## src/rtl/cpu_regfile_xfer_if.sv

```systemverilog
// Bus bundle between the CPU sequencer / RAM mux and the register file with burst engine.
// The master side is the sequencer plus RAM; the slave side is the register file itself.
interface cpu_regfile_xfer_if #(
  parameter int DATA_W = 8,
  parameter int IDX_W  = 4,
  parameter int ADDR_W = 12
);
  logic [IDX_W-1:0]  rd_a_idx;
  logic [DATA_W-1:0] rd_a_data;
  logic [IDX_W-1:0]  rd_b_idx;
  logic [DATA_W-1:0] rd_b_data;
  logic              wr_en;
  logic [IDX_W-1:0]  wr_idx;
  logic [DATA_W-1:0] wr_data;
  logic              flag_wr_en;
  logic [DATA_W-1:0] flag_data;
  logic              xfer_start;
  logic [1:0]        xfer_op;
  logic [IDX_W-1:0]  xfer_last;
  logic [ADDR_W-1:0] xfer_base;
  logic              xfer_busy;
  logic              xfer_done;
  logic              xfer_err;
  logic [ADDR_W-1:0] xfer_end_addr;
  logic              mem_en;
  logic              mem_wr;
  logic [ADDR_W-1:0] mem_addr;
  logic [DATA_W-1:0] mem_wdata;
  logic [DATA_W-1:0] mem_rdata;

  modport master (
    output rd_a_idx, rd_b_idx, wr_en, wr_idx, wr_data, flag_wr_en, flag_data,
           xfer_start, xfer_op, xfer_last, xfer_base, mem_rdata,
    input  rd_a_data, rd_b_data, xfer_busy, xfer_done, xfer_err, xfer_end_addr,
           mem_en, mem_wr, mem_addr, mem_wdata
  );

  modport slave (
    input  rd_a_idx, rd_b_idx, wr_en, wr_idx, wr_data, flag_wr_en, flag_data,
           xfer_start, xfer_op, xfer_last, xfer_base, mem_rdata,
    output rd_a_data, rd_b_data, xfer_busy, xfer_done, xfer_err, xfer_end_addr,
           mem_en, mem_wr, mem_addr, mem_wdata
  );
endinterface

```

## src/rtl/cpu_regfile_xfer.sv

```systemverilog
// CPU register file with two read ports, CPU/flag write ports and a burst engine that
// copies V0..Vlast to/from RAM (1-cycle read latency) or an internal RPL flag bank.
module cpu_regfile_xfer #(
  parameter int DATA_W    = 8,
  parameter int IDX_W     = 4,
  parameter int ADDR_W    = 12,
  parameter int RPL_DEPTH = 8
) (
  input logic               clk,
  input logic               res,
  cpu_regfile_xfer_if.slave bus
);
  localparam int NREGS  = 2 ** IDX_W;
  localparam int CNT_W  = IDX_W + 1;
  localparam int RPL_IW = (RPL_DEPTH > 1) ? $clog2(RPL_DEPTH) : 1;
  localparam int RPL_N  = 2 ** RPL_IW;
  localparam logic [CNT_W-1:0] CNT_ONE = CNT_W'(1);
  localparam logic [CNT_W-1:0] RPL_LIM = CNT_W'(RPL_DEPTH);

  typedef enum logic [2:0] {
    S_IDLE,
    S_MEM_ST,
    S_MEM_LD,
    S_RPL_ST,
    S_RPL_LD,
    S_DONE
  } state_t;

  state_t state, state_next;

  logic [DATA_W-1:0] regs [NREGS];
  // The RPL bank survives res on purpose: it models persistent flag storage.
  logic [DATA_W-1:0] rpl [RPL_N] = '{default: '0};

  logic [CNT_W-1:0]  k;
  logic [IDX_W-1:0]  last_q;
  logic [ADDR_W-1:0] base_q;
  logic [ADDR_W-1:0] end_addr_q;
  logic              err_q;

  logic [IDX_W-1:0]  k_idx;
  logic [RPL_IW-1:0] k_rpl;
  logic [CNT_W-1:0]  last_ext;
  logic [ADDR_W-1:0] addr_k;
  logic              beat_last;
  logic              last_oob;

  logic              start_go;
  logic              err_next;
  logic              busy;
  logic              rpl_wr;
  logic              eng_wr;
  logic [IDX_W-1:0]  eng_idx;
  logic [DATA_W-1:0] eng_data;
  logic              mem_en;
  logic              mem_wr;
  logic [ADDR_W-1:0] mem_addr;
  logic [DATA_W-1:0] mem_wdata;

  assign k_idx     = k[IDX_W-1:0];
  assign k_rpl     = k[RPL_IW-1:0];
  assign last_ext  = {1'b0, last_q};
  assign addr_k    = base_q + ADDR_W'(k);
  assign beat_last = (k == last_ext);
  assign last_oob  = ({1'b0, bus.xfer_last} >= RPL_LIM);

  assign bus.rd_a_data     = regs[bus.rd_a_idx];
  assign bus.rd_b_data     = regs[bus.rd_b_idx];
  assign bus.xfer_busy     = busy;
  assign bus.xfer_done     = (state == S_DONE);
  assign bus.xfer_err      = err_q;
  assign bus.xfer_end_addr = end_addr_q;
  assign bus.mem_en        = mem_en;
  assign bus.mem_wr        = mem_wr;
  assign bus.mem_addr      = mem_addr;
  assign bus.mem_wdata     = mem_wdata;

  always_ff @(posedge clk or posedge res) begin
    if (res) state <= S_IDLE;
    else     state <= state_next;
  end

  // RAM strobes are decoded from state so a reset mid-burst drops them without a clock.
  always_comb begin
    state_next = state;
    start_go   = 1'b0;
    err_next   = 1'b0;
    rpl_wr     = 1'b0;
    eng_wr     = 1'b0;
    eng_idx    = '0;
    eng_data   = '0;
    mem_en     = 1'b0;
    mem_wr     = 1'b0;
    mem_addr   = '0;
    mem_wdata  = '0;
    busy       = (state != S_IDLE) && (state != S_DONE);
    case (state)
      S_IDLE: begin
        if (bus.xfer_start) begin
          if (bus.xfer_op[1] && last_oob) begin
            err_next = 1'b1;
          end else begin
            start_go = 1'b1;
            case (bus.xfer_op)
              2'd0:    state_next = S_MEM_ST;
              2'd1:    state_next = S_MEM_LD;
              2'd2:    state_next = S_RPL_ST;
              default: state_next = S_RPL_LD;
            endcase
          end
        end
      end
      S_MEM_ST: begin
        mem_en    = 1'b1;
        mem_wr    = 1'b1;
        mem_addr  = addr_k;
        mem_wdata = regs[k_idx];
        if (beat_last) state_next = S_DONE;
      end
      S_MEM_LD: begin
        // Issue address j while capturing the data returned for address j-1.
        if (k <= last_ext) begin
          mem_en   = 1'b1;
          mem_addr = addr_k;
        end
        if (k != '0) begin
          eng_wr   = 1'b1;
          eng_idx  = k_idx - IDX_W'(1);
          eng_data = bus.mem_rdata;
        end
        if (k == last_ext + CNT_ONE) state_next = S_DONE;
      end
      S_RPL_ST: begin
        rpl_wr = 1'b1;
        if (beat_last) state_next = S_DONE;
      end
      S_RPL_LD: begin
        eng_wr   = 1'b1;
        eng_idx  = k_idx;
        eng_data = rpl[k_rpl];
        if (beat_last) state_next = S_DONE;
      end
      S_DONE:  state_next = S_IDLE;
      default: state_next = S_IDLE;
    endcase
  end

  // Burst bookkeeping plus the register array; CPU writes only land while idle.
  always_ff @(posedge clk or posedge res) begin
    if (res) begin
      for (int i = 0; i < NREGS; i++) regs[i] <= '0;
      k          <= '0;
      last_q     <= '0;
      base_q     <= '0;
      end_addr_q <= '0;
      err_q      <= 1'b0;
    end else begin
      err_q <= err_next;
      if (start_go) begin
        k          <= '0;
        last_q     <= bus.xfer_last;
        base_q     <= bus.xfer_base;
        end_addr_q <= bus.xfer_base + ADDR_W'(bus.xfer_last) + ADDR_W'(1);
      end else if (busy) begin
        k <= k + CNT_ONE;
      end
      if (state == S_IDLE) begin
        if (bus.wr_en)      regs[bus.wr_idx] <= bus.wr_data;
        if (bus.flag_wr_en) regs[NREGS-1]    <= bus.flag_data;
      end
      if (eng_wr) regs[eng_idx] <= eng_data;
    end
  end

  always_ff @(posedge clk) begin
    if (rpl_wr) rpl[k_rpl] <= regs[k_idx];
  end
endmodule

```

## src/flat_wrapper.sv

```systemverilog
// flat-port wrapper written by rule: the top's interface ports become plain ports
module cpu_regfile_xfer_flat 
#(
  parameter int DATA_W    = 8,
  parameter int IDX_W     = 4,
  parameter int ADDR_W    = 12,
  parameter int RPL_DEPTH = 8
)
  (clk, res, bus_rd_a_idx, bus_rd_b_idx, bus_wr_en, bus_wr_idx, bus_wr_data, bus_flag_wr_en, bus_flag_data, bus_xfer_start, bus_xfer_op, bus_xfer_last, bus_xfer_base, bus_mem_rdata, bus_rd_a_data, bus_rd_b_data, bus_xfer_busy, bus_xfer_done, bus_xfer_err, bus_xfer_end_addr, bus_mem_en, bus_mem_wr, bus_mem_addr, bus_mem_wdata);
  cpu_regfile_xfer_if #(.DATA_W(DATA_W), .IDX_W(IDX_W), .ADDR_W(ADDR_W)) bus_i ();
  input logic clk;
  input logic res;
  input wire logic [$bits(bus_i.rd_a_idx)-1:0] bus_rd_a_idx;
  input wire logic [$bits(bus_i.rd_b_idx)-1:0] bus_rd_b_idx;
  input wire logic [$bits(bus_i.wr_en)-1:0] bus_wr_en;
  input wire logic [$bits(bus_i.wr_idx)-1:0] bus_wr_idx;
  input wire logic [$bits(bus_i.wr_data)-1:0] bus_wr_data;
  input wire logic [$bits(bus_i.flag_wr_en)-1:0] bus_flag_wr_en;
  input wire logic [$bits(bus_i.flag_data)-1:0] bus_flag_data;
  input wire logic [$bits(bus_i.xfer_start)-1:0] bus_xfer_start;
  input wire logic [$bits(bus_i.xfer_op)-1:0] bus_xfer_op;
  input wire logic [$bits(bus_i.xfer_last)-1:0] bus_xfer_last;
  input wire logic [$bits(bus_i.xfer_base)-1:0] bus_xfer_base;
  input wire logic [$bits(bus_i.mem_rdata)-1:0] bus_mem_rdata;
  output wire logic [$bits(bus_i.rd_a_data)-1:0] bus_rd_a_data;
  output wire logic [$bits(bus_i.rd_b_data)-1:0] bus_rd_b_data;
  output wire logic [$bits(bus_i.xfer_busy)-1:0] bus_xfer_busy;
  output wire logic [$bits(bus_i.xfer_done)-1:0] bus_xfer_done;
  output wire logic [$bits(bus_i.xfer_err)-1:0] bus_xfer_err;
  output wire logic [$bits(bus_i.xfer_end_addr)-1:0] bus_xfer_end_addr;
  output wire logic [$bits(bus_i.mem_en)-1:0] bus_mem_en;
  output wire logic [$bits(bus_i.mem_wr)-1:0] bus_mem_wr;
  output wire logic [$bits(bus_i.mem_addr)-1:0] bus_mem_addr;
  output wire logic [$bits(bus_i.mem_wdata)-1:0] bus_mem_wdata;
  assign bus_i.rd_a_idx = bus_rd_a_idx;
  assign bus_i.rd_b_idx = bus_rd_b_idx;
  assign bus_i.wr_en = bus_wr_en;
  assign bus_i.wr_idx = bus_wr_idx;
  assign bus_i.wr_data = bus_wr_data;
  assign bus_i.flag_wr_en = bus_flag_wr_en;
  assign bus_i.flag_data = bus_flag_data;
  assign bus_i.xfer_start = bus_xfer_start;
  assign bus_i.xfer_op = bus_xfer_op;
  assign bus_i.xfer_last = bus_xfer_last;
  assign bus_i.xfer_base = bus_xfer_base;
  assign bus_i.mem_rdata = bus_mem_rdata;
  assign bus_rd_a_data = bus_i.rd_a_data;
  assign bus_rd_b_data = bus_i.rd_b_data;
  assign bus_xfer_busy = bus_i.xfer_busy;
  assign bus_xfer_done = bus_i.xfer_done;
  assign bus_xfer_err = bus_i.xfer_err;
  assign bus_xfer_end_addr = bus_i.xfer_end_addr;
  assign bus_mem_en = bus_i.mem_en;
  assign bus_mem_wr = bus_i.mem_wr;
  assign bus_mem_addr = bus_i.mem_addr;
  assign bus_mem_wdata = bus_i.mem_wdata;
  cpu_regfile_xfer #(.DATA_W(DATA_W), .IDX_W(IDX_W), .ADDR_W(ADDR_W), .RPL_DEPTH(RPL_DEPTH)) u_core (.clk(clk), .res(res), .bus(bus_i));
endmodule
```

## config.mk

```make
export PLATFORM = sky130hd
export DESIGN_NAME = cpu_regfile_xfer_flat
export DESIGN_NICKNAME = d
export VERILOG_FILES = /design/src/rtl/cpu_regfile_xfer_if.sv /design/src/rtl/cpu_regfile_xfer.sv /design/src/flat_wrapper.sv
export SDC_FILE = /design/constraint.sdc
export NUM_CORES = 1
export LEC_CHECK = 0
export CAP_MARGIN = 20
export CELL_PAD_IN_SITES_DETAIL_PLACEMENT = 0
export CELL_PAD_IN_SITES_GLOBAL_PLACEMENT = 1
export CORE_UTILIZATION = 30
export DETAILED_ROUTE_END_ITERATION = 6
export GPL_TIMING_DRIVEN = 1
export PLACE_DENSITY_LB_ADDON = 0.08
export SYNTH_ARGS = -nofsm -noshare
export SYNTH_HDL_FRONTEND = slang
export SYNTH_SLANG_ARGS = --single-unit
```

## constraint.sdc

```tcl
create_clock -name clk -period 8.9 [get_ports clk]
set_input_delay 2.67 -clock clk [delete_from_list [all_inputs] [get_ports clk]]
set_output_delay 2.67 -clock clk [all_outputs]
set_load 0.02 [all_outputs]
```

### Word level (Yosys, flattened, before mapping)

Memories as Yosys holds them, arrays and structs flattened.
Index checks and enable logic that the tools add are counted.

* flip-flop bits (word level): 165
* memory bits (writable): 64
* logic and storage cells: 116
* memories kept: 1

* add/subtract/negate cells: 6
* magnitude comparators: 9
* equality and inequality tests: 14
* mux-type cells: 48
* bitwise gates (word level): 5
* reduce and logical (&&, ||, !) cells: 11

Memories
* u_core.rpl: depth 8, width 8, rd ports 1, clocked after Yosys merged registers in 0, write ports 1, line cpu_regfile_xfer.sv:33 `logic [DATA_W-1:0] rpl [RPL_N] = '{default: '0};`

Operators by type and width (count)
* two-way mux 128 bit: 3
* bitwise mux 128 bit: 2
* binary-select mux 8 bit (select 4 bit): 3
* two-way mux 8 bit: 11
* demux 8 bit (select 4 bit): 2
* >= comparator 5 bit (second input constant): 5
* NOT 4 -> 5 bit: 5
* case mux 12 bit (2 select lines): 1
* case mux 3 bit (3 select lines): 2
* case mux 8 bit (2 select lines): 1
* adder 12 x 1 -> 12 bit (second input constant): 1
* adder 12 x 4 -> 12 bit: 1
* adder 12 x 5 -> 12 bit: 1
* two-way mux 1 bit: 12
* two-way mux 12 bit: 1
* two-way mux 3 bit: 4
* less-than comparator 5 x 1 -> 1 bit (second input constant): 2
* two-way mux 5 bit: 2
* case mux 4 bit (2 select lines): 1
* equality test 3 x 2 -> 1 bit (second input constant): 2
* equality test 3 bit (second input constant): 2
* adder 4 x 1 -> 5 bit (second input constant): 1
* adder 5 x 1 -> 5 bit (second input constant): 1
* equality test 5 x 4 -> 1 bit: 1
* other kinds (20): 26

### Logic depth before layout (Yosys ltp)

Gate-level depths: netlist of run 1.

* depth in word-level cells: 11
* depth in mapped cells: 12
* mapped depth without buffers: 9

### Least setup slack after synthesis of run 1

Ideal clock, no wire load.

* path type: input to output
* start point: input port bus_rd_b_idx[0]
* end point: output port bus_rd_b_data[0]
* data arrival time: 4520 ps
* path slack: 1710 ps
* stages on the path: 4
* path through: clkbuf_1 -> buf_1 -> mux4_2 -> mux4_2

* word-level cells in the longest chain between the ends: 4

Ends and longest elaborated chain
* start: declaration: line flat_wrapper.sv:14 `input wire logic [$bits(bus_i.rd_b_idx)-1:0] bus_rd_b_idx;`
* NOT 4 -> 5 bit (implied by the code): line cpu_regfile_xfer.sv:68 `assign bus.rd_b_data = regs[bus.rd_b_idx];`
* binary-select mux 8 bit (select 4 bit): line cpu_regfile_xfer.sv:68
* two-way mux 8 bit (implied by the code) (2 in series): line cpu_regfile_xfer.sv:68
* end: declaration: line flat_wrapper.sv:26 `output wire logic [$bits(bus_i.rd_b_data)-1:0] bus_rd_b_data;`

Every way passes these cells. The select of a mux whose other input is x is not followed.

### Final worst setup path of run 1

* start point: input port bus_rd_b_idx[1]
* end point: output port bus_rd_b_data[7]

Same word-level chain as after synthesis.

==> results_dict.tcl, run 1 <==
set metrics [dict create \
    syn-mean-instance-area_sq_um 12.0 \
    rsz0062_at_grt "false" \
    syn_area_sq_um 14600 \
    comb_power_share_pct 46.0 \
    setup_viol 0 \
    htreeDepth 1 \
    die_w_um 223 \
    area_growth_syn_to_layout_pct 19.6 \
    final_area_sq_um 17500 \
    hold_viol 0 \
    relSlewSlack_pct 26.9 \
    grt_pass1_vias 11100 \
    drtPass1Iterations 5 \
    hold_path_class "flop to flop" \
    insertion_delay_ns 0.57 \
    syn_nets 1297 \
    leakagePower_uw 0.00710 \
    crit_slowest_cell "buf_2" \
    status "completed" \
    p_seq_share_pct 32.4 \
    yosys.cell_types.count 78 \
    reg2reg_slack_ns 4.84 \
    die-area_sq_um 49500 \
    worstPathRequired_ns 6.23 \
    slowest_delay_ns 0.67 \
    clock_sinks 229 \
    crit_arrival_ns 4.98 \
    dieHeight_um 223 \
    power.density_nw_per_um2 359 \
    worst_setup_path_start_kind "input port" \
    antenna_found_initial 0 \
    place_area_sq_um 16300 \
    crit_chain "buf_2, mux4_2, mux4_2, clkdlybuf4s50_1" \
    skew_ns 0.0118 \
    grt_max_degree 76 \
    synth_top_flop_cell "dfrtp_1" \
    cpMostUsedCell "mux4_2" \
    clockRootBuffer "clkbuf_16" \
    fin_tns_setup_ns 0 \
    tightest_slew_ns 1.09 \
    track_usage_pct 23.1 \
    async_flop_share_pct 72.1 \
    ctsResizeCount 0 \
    max_freq_ghz 0.131 \
    stdcell_count 1934 \
    port_buffers 111 \
    num_rows 80 \
    start_util_pct 30.5 \
    netlist_instances 1216 \
    cts_hold_buf 0 \
    maxCapViolCount 0 \
    path_clk_slew_ns 0.06 \
    end_kind "output port" \
    dp_cells 1879 \
    cts_tree "done" \
    drt_iter0_drc 1000 \
    yosys_warnings 0 \
    nNetsFinal 1378 \
    ant_nets 0 \
    numCtsBuffers 30 \
    period_share_pct 85.9 \
    vdd.ir_drop.worst_mv 0.128 \
    ys_seq_area_share_pct 41.5 \
    overflow 0 \
    clockBufferDepth 3 \
    p_sw_uw 2650 \
    avgViaCountPerCell 5.68 \
    path_max_fanout 32 \
    p_int_uw 3620 \
    fin_crit_ns 7.65 \
    postCtsSetupBuffers 0 \
    path_class "input port to output port" \
    ios 112 \
    grt_pass1_wl_mm 83.4 \
    antenna_cells 0 \
    synth_edf_count 64 \
    clkPwrFrac_pct 21.6 \
    hold-worst-slack_ns 0.483 \
    via_count 11000 \
    core-area_sq_um 47800 \
    fin_util_pct 36.5 \
    hpwl_mm 38.9 \
    power_switching_share_pct 42.2 \
    slew_violations 0 \
    wirelength_mm 57.0 \
    globalplace.congestion 0.847 \
    synth_seq_cells 229 \
    drc 0 \
    drive_gt1_share_pct 16.5 \
    wl_per_cell_um 29.5 \
]
[stage by stage]
stage,setup slack (ns),power (uW)
finish,1.25,6270
global route,1.18,6600
CTS,1.23,6290
detailed placement,1.23,4910
global placement,1.22,4900
floorplan,1.71,3700
[cell families (layout without fill, tap and decap cells)]
family / after synthesis / count (layout) / share of synthesized area (%)
muxes: 373 / 373 / 33.0
and+or+nand+nor: 250 / 250 / 8.98
DFF: 229 / 229 / 41.5
AOI/OAI and AO/OA: 194 / 194 / 9.44
buffers and inverters: 123 / 226 / 3.64
xor gates and xnor gates: 25 / 25 / 1.50
adders and majority gates: 22 / 22 / 1.99
[flip-flops by register name, indices dropped and copies added, names as in the netlist]
| register | flops |
|---|---|
| u_core.rpl | 64 |
| u_core.bus.xfer_end_addr | 12 |
| u_core.state | 3 |
| u_core.last_q | 4 |
| u_core.k | 5 |
| u_core.bus.xfer_err | 1 |
| u_core.base_q | 12 |
| u_core.regs | 128 |
[cell usage after synthesis, types with 7 or more instances]
cell type | number | area (sq um)
mux2i_1 | 274 | 2740
dfrtp_1 | 165 | 4130
mux4_2 | 85 | 1910
nand2_1 | 84 | 315
edfxtp_1 | 64 | 1920
nor2_1 | 50 | 188
clkbuf_1 | 48 | 180
o21ai_0 | 41 | 205
inv_1 | 28 | 105
a21oi_1 | 27 | 135
buf_1 | 22 | 82.6
ha_1 | 20 | 250
a221oi_1 | 19 | 166
buf_2 | 17 | 85.1
and2_1 | 15 | 93.8
a22oi_1 | 14 | 105
mux2_2 | 14 | 158
nand3_1 | 14 | 70.1
xnor2_1 | 14 | 123
nand2b_1 | 11 | 68.8
xor2_1 | 11 | 96.3
o22ai_1 | 10 | 62.6
a22o_1 | 9 | 78.8
a2bb2oi_1 | 9 | 78.8
a211oi_1 | 8 | 60.1
and3_1 | 8 | 50.1
nor2b_1 | 8 | 50.1
nor3_1 | 7 | 35.0
or3_1 | 7 | 43.8
[per-layer routing]
layer	GRT usage [%]	vias to the layer above	routed length, um
li1	-	4821	-
met1	32.6	5660	25300
met2	37.4	440	26900
met3	3.52	69	3630
met4	5.07	0	1130
met5	0	-	0
[power by group through the flow]
stage	Clock [uW]	Combinational, uW	Sequential (uW)
finish	1350	2880	2030
global route	1430	3100	2070
CTS	1390	2880	2020
detailed placement	0	2870	2030
global placement	0	2850	2040
floorplan	0	1920	1780
[area by class of cell]
cell class	instances	area, sq um
repair buffers	143	1380
flip-flops and latches	229	6060
inverters	29	114
clock buffers	37	838
clock inverters	17	259
multi-input cells	864	8040
well taps	615	769
fillers	4706	30400
[cells in the final DEF, fill, tap and decap left out, types with 15 or more instances in the layout]
master           synthesis  routed
a21oi_1                 27      27
a221oi_1                19      19
and2_1                  15      15
buf_4                    1      28
clkbuf_16                0      31
clkdlybuf4s50_1          0     107
dfrtp_1                165     162
edfxtp_1                64      64
ha_1                    20      20
inv_1                   28      27
mux2i_1                274     274
mux4_2                  85      85
nand2_1                 84      84
nor2_1                  50      49
o21ai_0                 41      41
[worst max-delay path: cells and delay by family]
kind / cells / cell delay [ns]
buffers and inverters: 2 / 1.22
muxes: 2 / 1.08
[final timing paths]
path,from,to,cells past startpoint
worst max-delay path,bus_rd_b_idx[1],bus_rd_b_data[7],4
max in group asynchronous,res,u_core.k[1],3
worst min register to register,u_core.bus.xfer_end_addr[6],u_core.bus.xfer_end_addr[6],2
worst max register to register,u_core.k[0],u_core.regs[124],8
min in group asynchronous,res,u_core.regs[6],2
worst min-delay path,u_core.bus.xfer_end_addr[6],u_core.bus.xfer_end_addr[6],2
Note: power is estimated with default switching activity, not from simulation.
==> run 2, diff against run 1 <==
CORE_UTILIZATION = 41   (was 30)
SLEW_MARGIN = 30   (was not set)
==> run 2 against run 1 <==
Die area decreased by 27%. Hold slack got worse by 0.0064 ns. Power decreased by 2.0%.
==> results_dict.tcl, run 2 (synthesized netlist as in run 1, its figures left out) <==
set metrics [dict create \
    insertion_delay_ns 0.56 \
    wirelength_mm 51.8 \
    leakagePower_uw 0.00706 \
    fin_crit_ns 7.65 \
    grt_max_degree 104 \
    reg.largest.list "u_core.regs (128), u_core.rpl (64)" \
    max_freq_ghz 0.131 \
    multi_input_area_sq_um 8040 \
    dieHeight_um 191 \
    period_share_pct 85.9 \
    antenna_cells 0 \
    grt_pass1_vias 11100 \
    ios 112 \
    overflow 0 \
    drive_gt1_share_pct 16.7 \
    wl_per_cell_um 29.3 \
    path_class "input port to output port" \
    hpwl_mm 34.8 \
    drtPass1Iterations 6 \
    fillerInstances 3189 \
    hold_path_class "flop to flop" \
    vdd.ir_drop.worst_mv 0.235 \
    cts_tree "done" \
    worstPathRequired_ns 6.23 \
    postCtsSetupBuffers 0 \
    slew_violations 0 \
    hold_viol 0 \
    avgViaCountPerCell 6.28 \
    clockRootBuffer "clkbuf_16" \
    final_common_cell "mux2i_1" \
    power.density_nw_per_um2 358 \
    via_count 11100 \
    end_kind "output port" \
    final-seq-area_sq_um 6060 \
    area_growth_syn_to_layout_pct 17.6 \
    relSlewSlack_pct 30.1 \
    path_clk_slew_ns 0.05 \
    status "completed" \
    htreeDepth 1 \
    path_max_fanout 32 \
    skew_ns 0.0192 \
    antenna_found_initial 1 \
    clockBufferDepth 3 \
    track_usage_pct 29.1 \
    tightest_slew_ns 1.04 \
    num_rows 68 \
    cts_hold_buf 0 \
    largest_register_ffs 128 \
    grt_pass1_wl_mm 77.2 \
    ctsResizeCount 0 \
    drt_iter0_drc 1201 \
    port_buffers 111 \
    rsz0062_at_grt "false" \
    dp_slack_ns 1.24 \
    final_cell_mix "274 x mux2i_1, 162 x dfrtp_1, 107 x clkdlybuf4s50_1" \
    drc 0 \
    clock_sinks 229 \
    globalplace.congestion 0.915 \
    nNetsFinal 1376 \
    worst_setup_path_start_kind "input port" \
    numCtsBuffers 28 \
    maxCapViolCount 0 \
    hold-worst-slack_ns 0.477 \
    setup_ws_ns 1.25 \
    core-area_sq_um 34800 \
    ant_nets 0 \
    setup_viol 0 \
    die-area_sq_um 36400 \
    die_w_um 191 \
    crit_arrival_ns 4.98 \
    start_util_pct 41.9 \
    top_register "u_core.regs" \
    fin_tns_setup_ns 0 \
]
## run 2: layer usage
layer / vias up / routed length (um) / GRT usage, % / share of wire (%)
li1: 4817 / - / - / -
met2: 474 / 24000 / 46.1 / 46
met1: 5744 / 22500 / 40.9 / 43
met3: 98 / 3600 / 4.84 / 6.9
met4: 0 / 1680 / 8.58 / 3.2
met5: - / 0 / 0 / 0
## run 2: critical path, stage by stage
cell and delay [ns]:
buf_2 0.64, mux4_2 0.59, mux4_2 0.49, clkdlybuf4s50_1 0.57
## run 2: power by group
part	internal, uW	switching, uW	total, uW	leakage, uW
combinational	1220	1640	2870	0.00386
sequential	1520	448	1970	0.00268
clock	819	485	1300	0.000516
total	3560	2580	6140	0.00706
## run 2: through the flow
step,total power (uW),instance area (sq um),utilization (%),cells
6_report,6140,17200,49.3,1772
5_1_grt,6450,17200,49.3,1772
4_1_cts,6130,17200,49.3,1772
3_5_place_dp,4820,16100,46.3,1720
3_3_place_gp,4780,16100,46.3,1720
2_1_floorplan,3700,14600,-,1216
## run 2: worst paths after layout
path / slack, ns / startpoint / cells past startpoint / endpoint
max: 1.25 / bus_rd_a_idx[1] / 4 / bus_rd_a_data[7]
min: 0.48 / u_core.bus.xfer_end_addr[6] / 2 / u_core.bus.xfer_end_addr[6]
max reg2reg: 4.46 / u_core.k[1] / 8 / u_core.regs[121]
min reg2reg: 0.48 / u_core.bus.xfer_end_addr[6] / 2 / u_core.bus.xfer_end_addr[6]
max in group asynchronous: 4.74 / res / 3 / u_core.k[2]
min in group asynchronous: 2.66 / res / 2 / u_core.regs[5]
## run 2: area by class of cell
class                   count  share of cell area, %
clock buffers              34                   4.51
flip-flops and latches    229                   35.3
multi-input cells         864                   46.8
inverters                  29                  0.678
clock inverters            18                   1.57
well taps                 455                   3.32
repair buffers            143                   7.83
